==> config.mk <==
export PLATFORM = sky130hd
export DESIGN_NAME = branch_resolve_ctrl
export DESIGN_NICKNAME = d
export VERILOG_FILES = /design/src/rtl/branch_resolve_ctrl.sv
export SDC_FILE = /design/constraint.sdc
export NUM_CORES = 1
export LEC_CHECK = 0
export BUFFER_PORTS_ARGS = -buffer_cell sky130_fd_sc_hd__buf_2
export CORE_MARGIN = 5
export CORE_UTILIZATION = 50
export DETAILED_ROUTE_END_ITERATION = 12
export GPL_TIMING_DRIVEN = 0
export PLACE_DENSITY = 0.7
export REMOVE_ABC_BUFFERS = 1
export SLEW_MARGIN = 30
export SYNTH_ARGS = -nofsm -noshare
export SYNTH_HDL_FRONTEND = slang
export SYNTH_HIERARCHICAL = 1
export SYNTH_SLANG_ARGS = --single-unit
==> constraint.sdc <==
create_clock -name i_clk -period 4.6 [get_ports i_clk]
set_input_delay 0.23 -clock i_clk [delete_from_list [all_inputs] [get_ports i_clk]]
set_output_delay 0.23 -clock i_clk [all_outputs]
set_load 0.02 [all_outputs]
==> src/rtl/branch_resolve_ctrl.sv <==
// brc_fifo: small generic synchronous FIFO with a synchronous flush input.
// Latency: a push is visible on o_dat/o_empty one cycle later.
// Backpressure: o_full/o_empty only; the caller must not push when full (unless popping) or pop when empty.
// Ports: i_clk/i_rst (sync, active-low), i_clr (drop all entries), i_push/i_dat, i_pop, o_dat (head), o_full, o_empty.
module brc_fifo #(
  parameter int W     = 8,
  parameter int DEPTH = 4
) (
  input  logic         i_clk,
  input  logic         i_rst,
  input  logic         i_clr,
  input  logic         i_push,
  input  logic [W-1:0] i_dat,
  input  logic         i_pop,
  output logic [W-1:0] o_dat,
  output logic         o_full,
  output logic         o_empty
);
  localparam int AW = (DEPTH > 1) ? $clog2(DEPTH) : 1;
  localparam logic [AW:0] FULL_CNT = (AW+1)'(DEPTH);

  logic [W-1:0] r_mem [DEPTH];
  logic [AW-1:0] r_wr;
  logic [AW-1:0] r_rd;
  logic [AW:0]   r_cnt;

  // Storage carries no reset; only the pointers define validity.
  always_ff @(posedge i_clk) begin
    if (i_push) r_mem[r_wr] <= i_dat;
  end

  always_ff @(posedge i_clk) begin
    if (!i_rst || i_clr) begin
      r_wr  <= '0;
      r_rd  <= '0;
      r_cnt <= '0;
    end else begin
      if (i_push) r_wr <= r_wr + AW'(1);
      if (i_pop)  r_rd <= r_rd + AW'(1);
      case ({i_push, i_pop})
        2'b10:   r_cnt <= r_cnt + (AW+1)'(1);
        2'b01:   r_cnt <= r_cnt - (AW+1)'(1);
        default: r_cnt <= r_cnt;
      endcase
    end
  end

  assign o_dat   = r_mem[r_rd];
  assign o_full  = (r_cnt == FULL_CNT);
  assign o_empty = (r_cnt == '0);
endmodule

// branch_resolve_ctrl: tracks predicted beqs from ID in order and checks them against RR resolutions.
// Latency: resolve -> update visible next cycle; mispredict -> flush/redirect pulse next cycle, then FLUSH_CYC stall cycles.
// Backpressure: o_res_ready drops when the update buffer is full and not draining, or while flushing; o_stall_id holds ID.
// Ports: i_id_* (branch in ID), i_res_* / o_res_ready (resolution), o_stall_id/o_flush/o_redirect_* (pipeline control),
//        o_upd_* / i_upd_ready (predictor update port), o_mispred_cnt, o_err_underflow (sticky).
module branch_resolve_ctrl #(
  parameter int DEPTH     = 4,
  parameter int FLUSH_CYC = 2,
  parameter int UPD_DEPTH = 2
) (
  input  logic        i_clk,
  input  logic        i_rst,
  input  logic        i_id_br_valid,
  input  logic [15:0] i_id_pc,
  input  logic        i_id_pred_taken,
  input  logic [15:0] i_id_target,
  input  logic        i_res_valid,
  input  logic        i_res_taken,
  output logic        o_res_ready,
  output logic        o_stall_id,
  output logic        o_flush,
  output logic        o_redirect_valid,
  output logic [15:0] o_redirect_pc,
  output logic        o_upd_valid,
  output logic [3:0]  o_upd_idx,
  output logic        o_upd_taken,
  input  logic        i_upd_ready,
  output logic [15:0] o_mispred_cnt,
  output logic        o_err_underflow
);
  localparam int CNTW = (FLUSH_CYC < 2) ? 1 : $clog2(FLUSH_CYC + 1);

  typedef enum logic {S_RUN, S_FLUSH} state_t;

  typedef struct packed {
    logic [15:0] pc;
    logic        pred;
    logic [15:0] target;
  } br_ent_t;

  typedef struct packed {
    logic [3:0] idx;
    logic       taken;
  } upd_ent_t;

  state_t         r_state;
  logic [CNTW-1:0] r_cnt;
  logic           r_flush;
  logic [15:0]    r_redir_pc;
  logic [15:0]    r_mis_cnt;
  logic           r_err;

  br_ent_t  w_push_ent;
  br_ent_t  w_head;
  upd_ent_t w_upd_in;
  upd_ent_t w_upd_head;
  logic     w_br_full, w_br_empty, w_upd_full, w_upd_empty;
  logic     w_run, w_pop, w_push, w_mis, w_upd_pop;

  assign w_run     = (r_state == S_RUN);
  assign w_upd_pop = ~w_upd_empty & i_upd_ready;
  // A full update buffer still accepts a resolution when its head drains this cycle.
  assign o_res_ready = w_run & (~w_upd_full | w_upd_pop);
  assign w_pop     = i_res_valid & o_res_ready & ~w_br_empty;
  assign w_mis     = w_pop & (w_head.pred != i_res_taken);
  // A branch entering ID in the mispredict cycle is on the wrong path, so it is dropped.
  assign w_push    = i_id_br_valid & w_run & (~w_br_full | w_pop) & ~w_mis;
  assign o_stall_id = (i_id_br_valid & w_br_full & ~w_pop) | ~w_run;

  assign w_push_ent = '{pc: i_id_pc, pred: i_id_pred_taken, target: i_id_target};
  assign w_upd_in   = '{idx: w_head.pc[3:0], taken: i_res_taken};

  brc_fifo #(.W($bits(br_ent_t)), .DEPTH(DEPTH)) u_br_fifo (
    .i_clk   (i_clk),
    .i_rst   (i_rst),
    .i_clr   (w_mis),
    .i_push  (w_push),
    .i_dat   (w_push_ent),
    .i_pop   (w_pop),
    .o_dat   (w_head),
    .o_full  (w_br_full),
    .o_empty (w_br_empty)
  );

  // Every resolution produces an update, including mispredicts; flushes never clear this buffer.
  brc_fifo #(.W($bits(upd_ent_t)), .DEPTH(UPD_DEPTH)) u_upd_fifo (
    .i_clk   (i_clk),
    .i_rst   (i_rst),
    .i_clr   (1'b0),
    .i_push  (w_pop),
    .i_dat   (w_upd_in),
    .i_pop   (w_upd_pop),
    .o_dat   (w_upd_head),
    .o_full  (w_upd_full),
    .o_empty (w_upd_empty)
  );

  always_ff @(posedge i_clk) begin
    if (!i_rst) begin
      r_state    <= S_RUN;
      r_cnt      <= '0;
      r_flush    <= 1'b0;
      r_redir_pc <= '0;
      r_mis_cnt  <= '0;
      r_err      <= 1'b0;
    end else begin
      r_flush <= w_mis;
      if (w_mis) begin
        r_redir_pc <= i_res_taken ? w_head.target : (w_head.pc + 16'd1);
        r_mis_cnt  <= r_mis_cnt + 16'd1;
      end
      if (i_res_valid & w_run & w_br_empty) r_err <= 1'b1;
      case (r_state)
        S_RUN: begin
          if (w_mis) begin
            r_state <= S_FLUSH;
            r_cnt   <= CNTW'(FLUSH_CYC);
          end
        end
        S_FLUSH: begin
          r_cnt <= r_cnt - CNTW'(1);
          if (r_cnt == CNTW'(1)) r_state <= S_RUN;
        end
        default: r_state <= S_RUN;
      endcase
    end
  end

  assign o_flush          = r_flush;
  assign o_redirect_valid = r_flush;
  assign o_redirect_pc    = r_redir_pc;
  assign o_upd_valid      = ~w_upd_empty;
  assign o_upd_idx        = w_upd_head.idx;
  assign o_upd_taken      = w_upd_head.taken;
  assign o_mispred_cnt    = r_mis_cnt;
  assign o_err_underflow  = r_err;
endmodule

# ---- After elaboration in Yosys (flattened, before gate mapping)
# Memory sizes are Yosys's and may differ from the RTL's. A register that Yosys moved wholly into a read port is not among the register bits.
# Cells that the tools add are included.
# W data, S select, Z words.
dict set report word_totals {
  out_inout_bits 43
  inputBits 39
  ff_bits 48
  wordCells 78
  mem_count 2
  ramBits 142
}
# memory words word_bits read_ports rd_clocked_by_memory_dff wr line_no
set mem_list {}
lappend mem_list {u_br_fifo.r_mem 4 33 1 1 1 22} ;# logic [W-1:0] r_mem [DEPTH];
lappend mem_list {u_upd_fifo.r_mem 2 5 1 1 1 22}
dict set report classes {
  mux 16
  n_reduce_logical 6
  eq_ne 9
  bitwise_logic 22
  n_addsub 11
}
# operator count
set op_table {}
lappend op_table {{$add A16 B1 Y16 const B} 2}
lappend op_table {{$mux W16} 1}
lappend op_table {{$and A1 B1 Y1} 12}
lappend op_table {{$mux W1} 8}
lappend op_table {{$pmux W2 S2} 2}
lappend op_table {{$not A1 Y1} 7}
lappend op_table {{$add A2 B1 Y2 const B} 3}
lappend op_table {{$eq A2 B1 Y1 const B} 3}
lappend op_table {{$eq A2 B2 Y1 const B} 3}
lappend op_table {{$mux W2} 3}
lappend op_table {{$pmux W3 S2} 1}
lappend op_table {{$reduce_bool A2 Y1} 2}
lappend op_table {{$sub A2 B1 Y2 const B} 2}
lappend op_table {{$add A3 B1 Y3 const B} 1}
lappend op_table {{$eq A3 B3 Y1 const B} 1}
lappend op_table {{$logic_not A3 Y1} 1}
lappend op_table {{$or A1 B1 Y1} 3}
lappend op_table {{$sub A3 B1 Y3 const B} 1}
lappend op_table {{$add A1 B1 Y1 const B} 2}
lappend op_table {{$logic_not A2 Y1} 1}
lappend op_table {{$ne A2 B1 Y1 const B} 1}
lappend op_table {{$pmux W1 S2} 1}
lappend op_table {{$logic_not A1 Y1} 1}
lappend op_table {{$logic_or A1 B1 Y1} 1}
lappend op_table {{$ne A1 B1 Y1} 1}

# ---- Longest topological paths before layout
# Gate-level depths: netlist (run 1).
dict set report logic_depth {
  depth_word 12
  depth_mapped 14
  ltp_nobuf 12
}

# ---- Hierarchy
# Netlist (run 1), hierarchy kept.
# mod n_inst seq_area_each_um2 area_each_um2 cells_each
set by_module_without_submodules {}
lappend by_module_without_submodules {{brc_fifo at u_br_fifo} 1 4144.0 5248.8 221}
lappend by_module_without_submodules {branch_resolve_ctrl 1 740.7 2077.0 253}
lappend by_module_without_submodules {{brc_fifo at u_upd_fifo} 1 400.4 568.0 38}

# ---- Least setup slack after synthesis (run 1)
# Ideal clock, no wire load.
dict set report synth_timing {
  path_type {reg-to-reg}
  startpoint {register with a tool-made name}
  endpoint {memory u_br_fifo/r_mem[0][0] (netlist bit) (enable)}
  path_slack_ps 1209
  synth_period_minus_slack_ps 3391
  setup_time_ps 393
  path_stages_with_launch 9
  arrival_ps 2998
  t_required_ps 4207
  n_path_buf 3
  path_cell_list {dfxtp_1 -> buf_6 -> buf_12 -> mux4_2 -> xor2_4 -> o211ai_2 -> clkbuf_1 -> o2111a_1 -> and2_1}
}
# item line_no
set synth_lines {}
lappend synth_lines {{end: declaration} 22}

==> results by group, run 1 <==
Status
  • Status: completed

Placement
  • Placed inst area: roughly 8600 µm²
  • Post-DP HPWL: 10.3 mm
  • Buffers on Ports: 81
  • Worst slack at placement: 0.744 ns
  • Placed Cells: 793
  • Gpl congestion: 0.728

Synthesis
  • Most area-consuming cells after synthesis: edfxtp_1, dfxtp_1, mux4_2
  • Main combinational cell family by area after synthesis: multiplexers
  • YS warnings: 6
  • Xor/xnor cell area share of the yosys netlist: 2.57%
  • Adder-Cell Fraction of Synth Area: 1.68%
  • Sequential cell area fraction in the yosys report: 67.0%
  • Synth Area in Compound Gates: between 6 and 7%
  • Ys async rst share: 0%
  • Simple-Gate Fraction of Synth Area: 7.88%
  • Ys flop type: edfxtp_1
  • Syn Inst Count: just over 500
  • Synthesized area per cell: 15.4 µm²
  • Synth Register Bits: 193
  • Synthesized cell area: 7890 µm²
  • Post-synthesis mux area share: approximately 11%
  • Area leader, netlist: edfxtp_1
  • Distinct cells, synth: between 50 and 60
  • Number of flops mapped to enable cells by yosys: between 100 and 150
  • Post-synth top area share: between 50 and 60%

Detailed routing
  • DR WL/cell: around 19 µm
  • DRC: 0
  • Drt total wl: 15.7 mm
  • DR WL met3: 866 µm
  • Drt via density: roughly 5.5
  • Routed Antenna Nets: 0
  • Initial DRC Count: 292
  • Met1 WL: 6.68 mm
  • DR top layer: met5
  • First-pass DRT Iterations: 5
  • Via count: 4597
  • Met2 WL: 7.94 mm

Timing
  • Fin. Hold Viols: 0
  • Fin crit share: 82.8%
  • Fin crit period: 3.81 ns
  • FMAX: 262 MHz
  • Slack of the critical path: 0.789 ns
  • RSZ-0062 raised after global routing: false
  • Fin Setup TNS: 0 ns
  • Endpoints failing setup: 0
  • Slew HR: 40.9%
  • Worst Tran Pin Value: slightly below 0.9 ns
  • Clock skew: 0.0183 ns
  • Slew Limit Fails: 0

Clock tree
  • Clock sinks: between 150 and 200
  • Number of buffers created by CTS: 17
  • Clk Latency, worst-skew pair: 0.43 ns
  • Post-CTS setup buffer count: 0
  • Reg clk slew, reported paths: 0.07 ns
  • Maximum clock insertion buffer count: 2
  • H-tree Lvls: 4
  • CTS tree: yes
  • Root buf cell: clkbuf_16

Setup path
  • Worst R2R Path Depth: 12
  • Crit end category: flip-flop
  • CP endpoint: u_br_fifo/r_cnt[2]
  • CP max FO: 28
  • Arrival @ worst endpoint: 4.15 ns
  • CP Launch Type: flip-flop
  • Worst EP required: 4.94 ns
  • WS Path Type: flip-flop to flip-flop
  • Worst reg2reg setup slack: 0.79 ns
  • RR Endpoint: u_br_fifo/r_cnt[2]

Final layout
  • Most common cell after layout, fill and taps aside: edfxtp_1
  • Nets: ~650
  • Layout fillers: between 1000 and 1500
  • Fraction of layout cells with a size suffix above 1: 27.3%
  • Most frequent cells in the layout: edfxtp_1, buf_2, dfxtp_1
  • Fin cells: 836
  • Final Cell Area: around 9300 µm²
  • Area grow syn2layout: 18.2%

Global route
  • First-pass GRT wire length: 25.1 mm
  • Initial antenna violation count: 2
  • GRT overflow: 0
  • GRT Util Overall: 18.1%
  • Largest net degree at the start of global routing: 29
  • Vias in the first global route: 4766

Floorplanning
  • Die Area: 18400 µm²
  • Die X: 136 µm
  • Die Ht: 136 µm
  • I/O pins: between 80 and 90
  • Site Rows: 46
  • Core area: 15700 µm²
  • Starting Density: 50.2%

Power
  • Peak supply drop: 0.266 mV
  • Design Power: 5.36 mW
  • Power density over the cells: 574 nW/µm²
  • Leakage: about 3.2 nW

Run
  • Maxcap violations: 0

Worst hold path
  • Worst hold path class: primary input to flip-flop
through the flow:
stage	utilization (%)	hold slack (ns)
global placement	53.5	0.439
CTS	59.3	0.000448
global route	59.4	0.00297
floorplan	-	0.329
finish	59.4	0.0132
detailed placement	54.7	0.447
area by class of cell:
| type | instances | area [µm²] | share of cell area, % |
|---|---|---|---|
| flip-flops and latches | 193 | 5290 | 56.7 |
| multi-input cells | 272 | 2370 | 25.4 |
| repair buffers | 96 | 653 | 7.00 |
| clock buffers | 21 | 470 | 5.04 |
| well taps | 216 | 270 | 2.90 |
| clock inverters | 11 | 174 | 1.86 |
| inverters | 25 | 93.8 | 1.01 |
| diodes | 2 | 5.00 | 0.0536 |
layer usage:
layer	GRT usage [%]	up-vias
met5	0	-
met4	5.15	2
met3	5.16	14
met2	30.4	118
met1	23.1	2299
li1	-	2164
Yosys cell counts, types with 3 or more instances:
library cell	count
a21oi_1	23
a221oi_1	5
a31oi_1	3
and2_1	6
buf_12	3
buf_2	5
buf_4	3
clkbuf_1	9
dfxtp_1	51
edfxtp_1	142
ha_1	9
inv_1	23
mux2_2	5
mux2i_1	6
mux4_1	3
mux4_2	30
nand2_1	21
nand2b_1	9
nand3_1	19
nand4_1	3
nor2_1	21
nor3_1	14
nor4_1	4
o211ai_1	5
o21a_1	5
o21ai_0	18
o21ai_1	3
o31ai_1	3
or3_1	7
xnor2_1	16
xor2_1	4
registers in the layout (all words and copies together), names as in the netlist, 2 cells and up, named ones only:
| register | count |
|---|---|
| u_upd_fifo/r_mem | 10 |
| u_br_fifo/r_wr | 2 |
| u_br_fifo/r_mem | 132 |
| u_br_fifo/r_rd | 2 |
| r_cnt | 2 |
| o_mispred_cnt | 16 |
| u_upd_fifo/r_cnt | 2 |
| u_br_fifo/r_cnt | 3 |
| o_redirect_pc | 16 |
where the power goes:
part	leakage (nW)	total (mW)	internal (mW)	switching [mW]
Combinational	1.16	1.41	0.614	0.795
Clock	0.319	1.57	0.960	0.615
Sequential	1.71	2.37	2.22	0.151
Total	3.20	5.36	3.80	1.56
worst max-delay path, stage by stage, from the launching register on:
cell and delay (ns):
dfxtp_4 0.57, buf_12 0.24, mux4_2 0.58, xor2_4 0.25, o211ai_4 0.33, o2111a_1 0.38
inv_1 0.10, ha_1 0.18, inv_1 0.06, fa_1 0.37, xor2_1 0.16, or3_1 0.32
a21oi_1 0.16
how the worst min path moves through the flow:
stage / from / depth (start not counted) / to / slack, ns
after global routing: i_id_target[12] / 1 / u_br_fifo/r_mem[1][12] / 0.003
after floorplan: i_id_target[0] / 0 / u_br_fifo/r_mem[0][0] / 0.33
after detailed placement: i_id_target[5] / 1 / u_br_fifo/r_mem[3][5] / 0.45
after global placement: i_id_pc[9] / 1 / u_br_fifo/r_mem[1][26] / 0.44
after CTS: i_id_pc[3] / 1 / u_br_fifo/r_mem[2][20] / 0.0004
final: i_id_target[9] / 1 / u_br_fifo/r_mem[3][9] / 0.01
timing repair:
| item | CTS | global route |
|---|---|---|
| gates resized for setup | 0 | 0 |
| hold buffers | 8 | 1 |
| endpoints found under the setup margin | 0 | 0 |
| endpoints found under the hold margin | 29 | 4 |
cells by family (layout without fill, tap and decap cells):
| logic type | after synthesis | count (layout) |
|---|---|---|
| DFF | 193 | 193 |
| and+or+nand+nor | 117 | 117 |
| AOI/OAI and AO/OA | 79 | 79 |
| buffers and inverters | 47 | 153 |
| muxes | 44 | 44 |
| xor gates and xnor gates | 21 | 21 |
| adders and majority gates | 10 | 10 |
| other | 1 | 3 |
(Power assumes the default switching activity.)
==> run 2, diff against run 1 <==
--- a/config.mk
+++ b/config.mk
@@ -10,7 +10,7 @@
 export CORE_UTILIZATION = 50
 export DETAILED_ROUTE_END_ITERATION = 12
 export GPL_TIMING_DRIVEN = 0
-export PLACE_DENSITY = 0.7
+export PLACE_DENSITY = 0.73
 export REMOVE_ABC_BUFFERS = 1
 export SLEW_MARGIN = 30
 export SYNTH_ARGS = -nofsm -noshare
==> constraint.sdc (replaced) <==
create_clock -name i_clk -period 3.5 [get_ports i_clk]
set_input_delay 0.175 -clock i_clk [delete_from_list [all_inputs] [get_ports i_clk]]
set_output_delay 0.175 -clock i_clk [all_outputs]
set_load 0.02 [all_outputs]
==> results by group, run 2 (synthesized netlist as in run 1, its figures left out) <==
Placement
  • Placed Cells: approximately 800
  • Gpl congestion: 0.777
  • Post-DP HPWL: 10.8 mm
  • Buffers on Ports: 81

Detailed routing
  • First-pass DRT Iterations: 4
  • DRC: 0
  • Drt via density: around 5.6
  • Initial DRC Count: around 340
  • DR WL/cell: between 15 and 20 µm
  • Drt total wl: ~17 mm
  • Routed Antenna Nets: 0
  • Via count: 4873

Clock tree
  • Clock sinks: 193
  • Reg clk slew, reported paths: 0.07 ns
  • CTS tree: yes
  • Clk Latency, worst-skew pair: 0.44 ns
  • Root buf cell: clkbuf_16
  • H-tree Lvls: 4
  • Maximum clock insertion buffer count: 2
  • Number of buffers created by CTS: 17

Timing
  • Endpoints failing setup: 0
  • Fin. Hold Viols: 0
  • Worst Tran Pin Value: 0.892 ns
  • Clock skew: 0.0113 ns
  • Fin crit period: 3.31 ns
  • Fin crit share: a little over nine tenths
  • FMAX: 302 MHz
  • RSZ-0062 raised after global routing: false
  • Slew HR: 40.5%
  • Slew Limit Fails: 0

Setup path
  • Crit-path max cell delay: 0.60 ns
  • CP max FO: 21
  • Cell chain of the critical path: buf_12 > mux4_2 > xor2_4 > o211ai_4 > o2111a_2 > inv_1 > ha_1 > inv_1 > fa_1 > xor2_1 > or3_1 > a21oi_1
  • WS Path Type: flip-flop to flip-flop
  • Arrival @ worst endpoint: 3.67 ns
  • Worst EP required: 3.85 ns
  • Slowest cell on crit path: mux4_2
  • CP Launch Type: flip-flop
  • Crit end category: flip-flop
  • Most used cell along the critical path: inv_1

Final layout
  • Register area: roughly 5300 µm²
  • Area grow syn2layout: 21.2%
  • Nets: 684
  • Layout Utilization: 60.9%
  • Most frequent cells in the layout: edfxtp_1, buf_2, dfxtp_1
  • Fin cells: 864
  • N_diodes: 0
  • Most common cell after layout, fill and taps aside: edfxtp_1
  • Layout fillers: roughly 1200
  • Largest register FFs: 132
  • Area of the multi-input gates: roughly 2400 µm²
  • Most flops, register: u_br_fifo/r_mem
  • Fraction of layout cells with a size suffix above 1: 27.3%

Global route
  • GRT Util Overall: 19.0%
  • Vias in the first global route: 4982
  • First-pass GRT wire length: about 26 mm
  • GRT overflow: 0
  • Largest net degree at the start of global routing: 25
  • Initial antenna violation count: 0

Run
  • Maxcap violations: 0

Floorplanning
  • Core area: 15700 µm²
  • Starting Density: 50.2%
  • Die Area: 18400 µm²
  • Die Ht: 136 µm
  • I/O pins: 82
  • Die X: approximately 140 µm
  • Site Rows: 46

Power
  • Peak supply drop: approximately 1 mV
  • Design Power: 7.02 mW
  • Leakage: 3.29 nW
  • Power density over the cells: ~730 nW/µm²

Worst hold path
  • Worst hold path class: primary input to flip-flop

Status
  • Status: completed
[run 2: cell types whose count changed in the layout (fill, tap and decap cells not counted), sizes merged]
cell	change
diode	-2
buf	+5
clkinvlp	+2
bufinv	-3
clkbuf	-4
o211ai	+1
inv	+3
dlygate4sd3	+24
clkinv	+2
[run 2: critical path: cells and delay by family (launching register included)]
| kind | cells | cell delay [ns] |
|---|---|---|
| adders and majority gates | 2 | 0.55 |
| muxes | 1 | 0.60 |
| DFF | 1 | 0.36 |
| buffers and inverters | 3 | 0.34 |
| xor gates and xnor gates | 2 | 0.40 |
| AOI/OAI and AO/OA | 3 | 0.66 |
| and+or+nand+nor | 1 | 0.32 |
[run 2: power breakdown]
group | internal (mW) | leakage (nW) | switching [mW]
Combinational | 0.863 | 1.29 | 1.13
Sequential | 2.92 | 1.71 | 0.157
Clock | 1.03 | 0.291 | 0.920
[run 2: per-stage QoR]
step | setup slack (ns) | area [µm²] | TNS (ns) | hold slack, ns
after floorplan | -0.885 | 7740 | -112.95 | 0.274
after global placement | -2.43 | 8410 | -360.70 | 0.383
after detailed placement | -0.320 | 8570 | -7.50 | 0.394
after CTS | 0.0202 | 9530 | 0 | 0.0184
after global routing | 0.0221 | 9560 | 0 | 0.0507
final | 0.189 | 9560 | 0 | 0.0405
[run 2: what timing repair did]
| action | CTS | global route |
|---|---|---|
| gates cloned | 1 | 0 |
| setup buffers | 1 | 4 |
| hold endpoints to repair | 132 | 0 |
| gates resized for setup | 1 | 0 |
| hold buffers | 33 | 0 |
| endpoints found under the setup margin | 78 | 1 |
| pin swaps | 1 | 1 |
[run 2: per-layer routing]
layer  GRT usage [%]  wire, µm  vias to the layer above
li1                -         -                     2233
met1            24.7      7010                     2454
met2            31.7      8350                      166
met3            5.20      1070                       20
met4            5.15       252                        0
met5               0         0                        -
[run 2: final timing paths]
kind,slack [ns],endpoint,cells past startpoint,start
hold / removal,0.04,o_err_underflow,3,i_res_valid
hold reg to reg,0.48,o_err_underflow,2,o_err_underflow
setup / recovery,0.19,u_br_fifo/r_cnt[2],12,flip-flop
setup reg to reg,0.19,u_br_fifo/r_cnt[2],12,flip-flop
[run 2: final cells by class]
class,instances,share of cell area [%]
Sequential cell,193,55.3
Multi-Input combinational cell,273,24.9
Timing Repair Buffer,125,9.58
Clock buffer,17,4.45
Tap cell,216,2.83
Clock inverter,15,1.91
Inverter,25,0.981
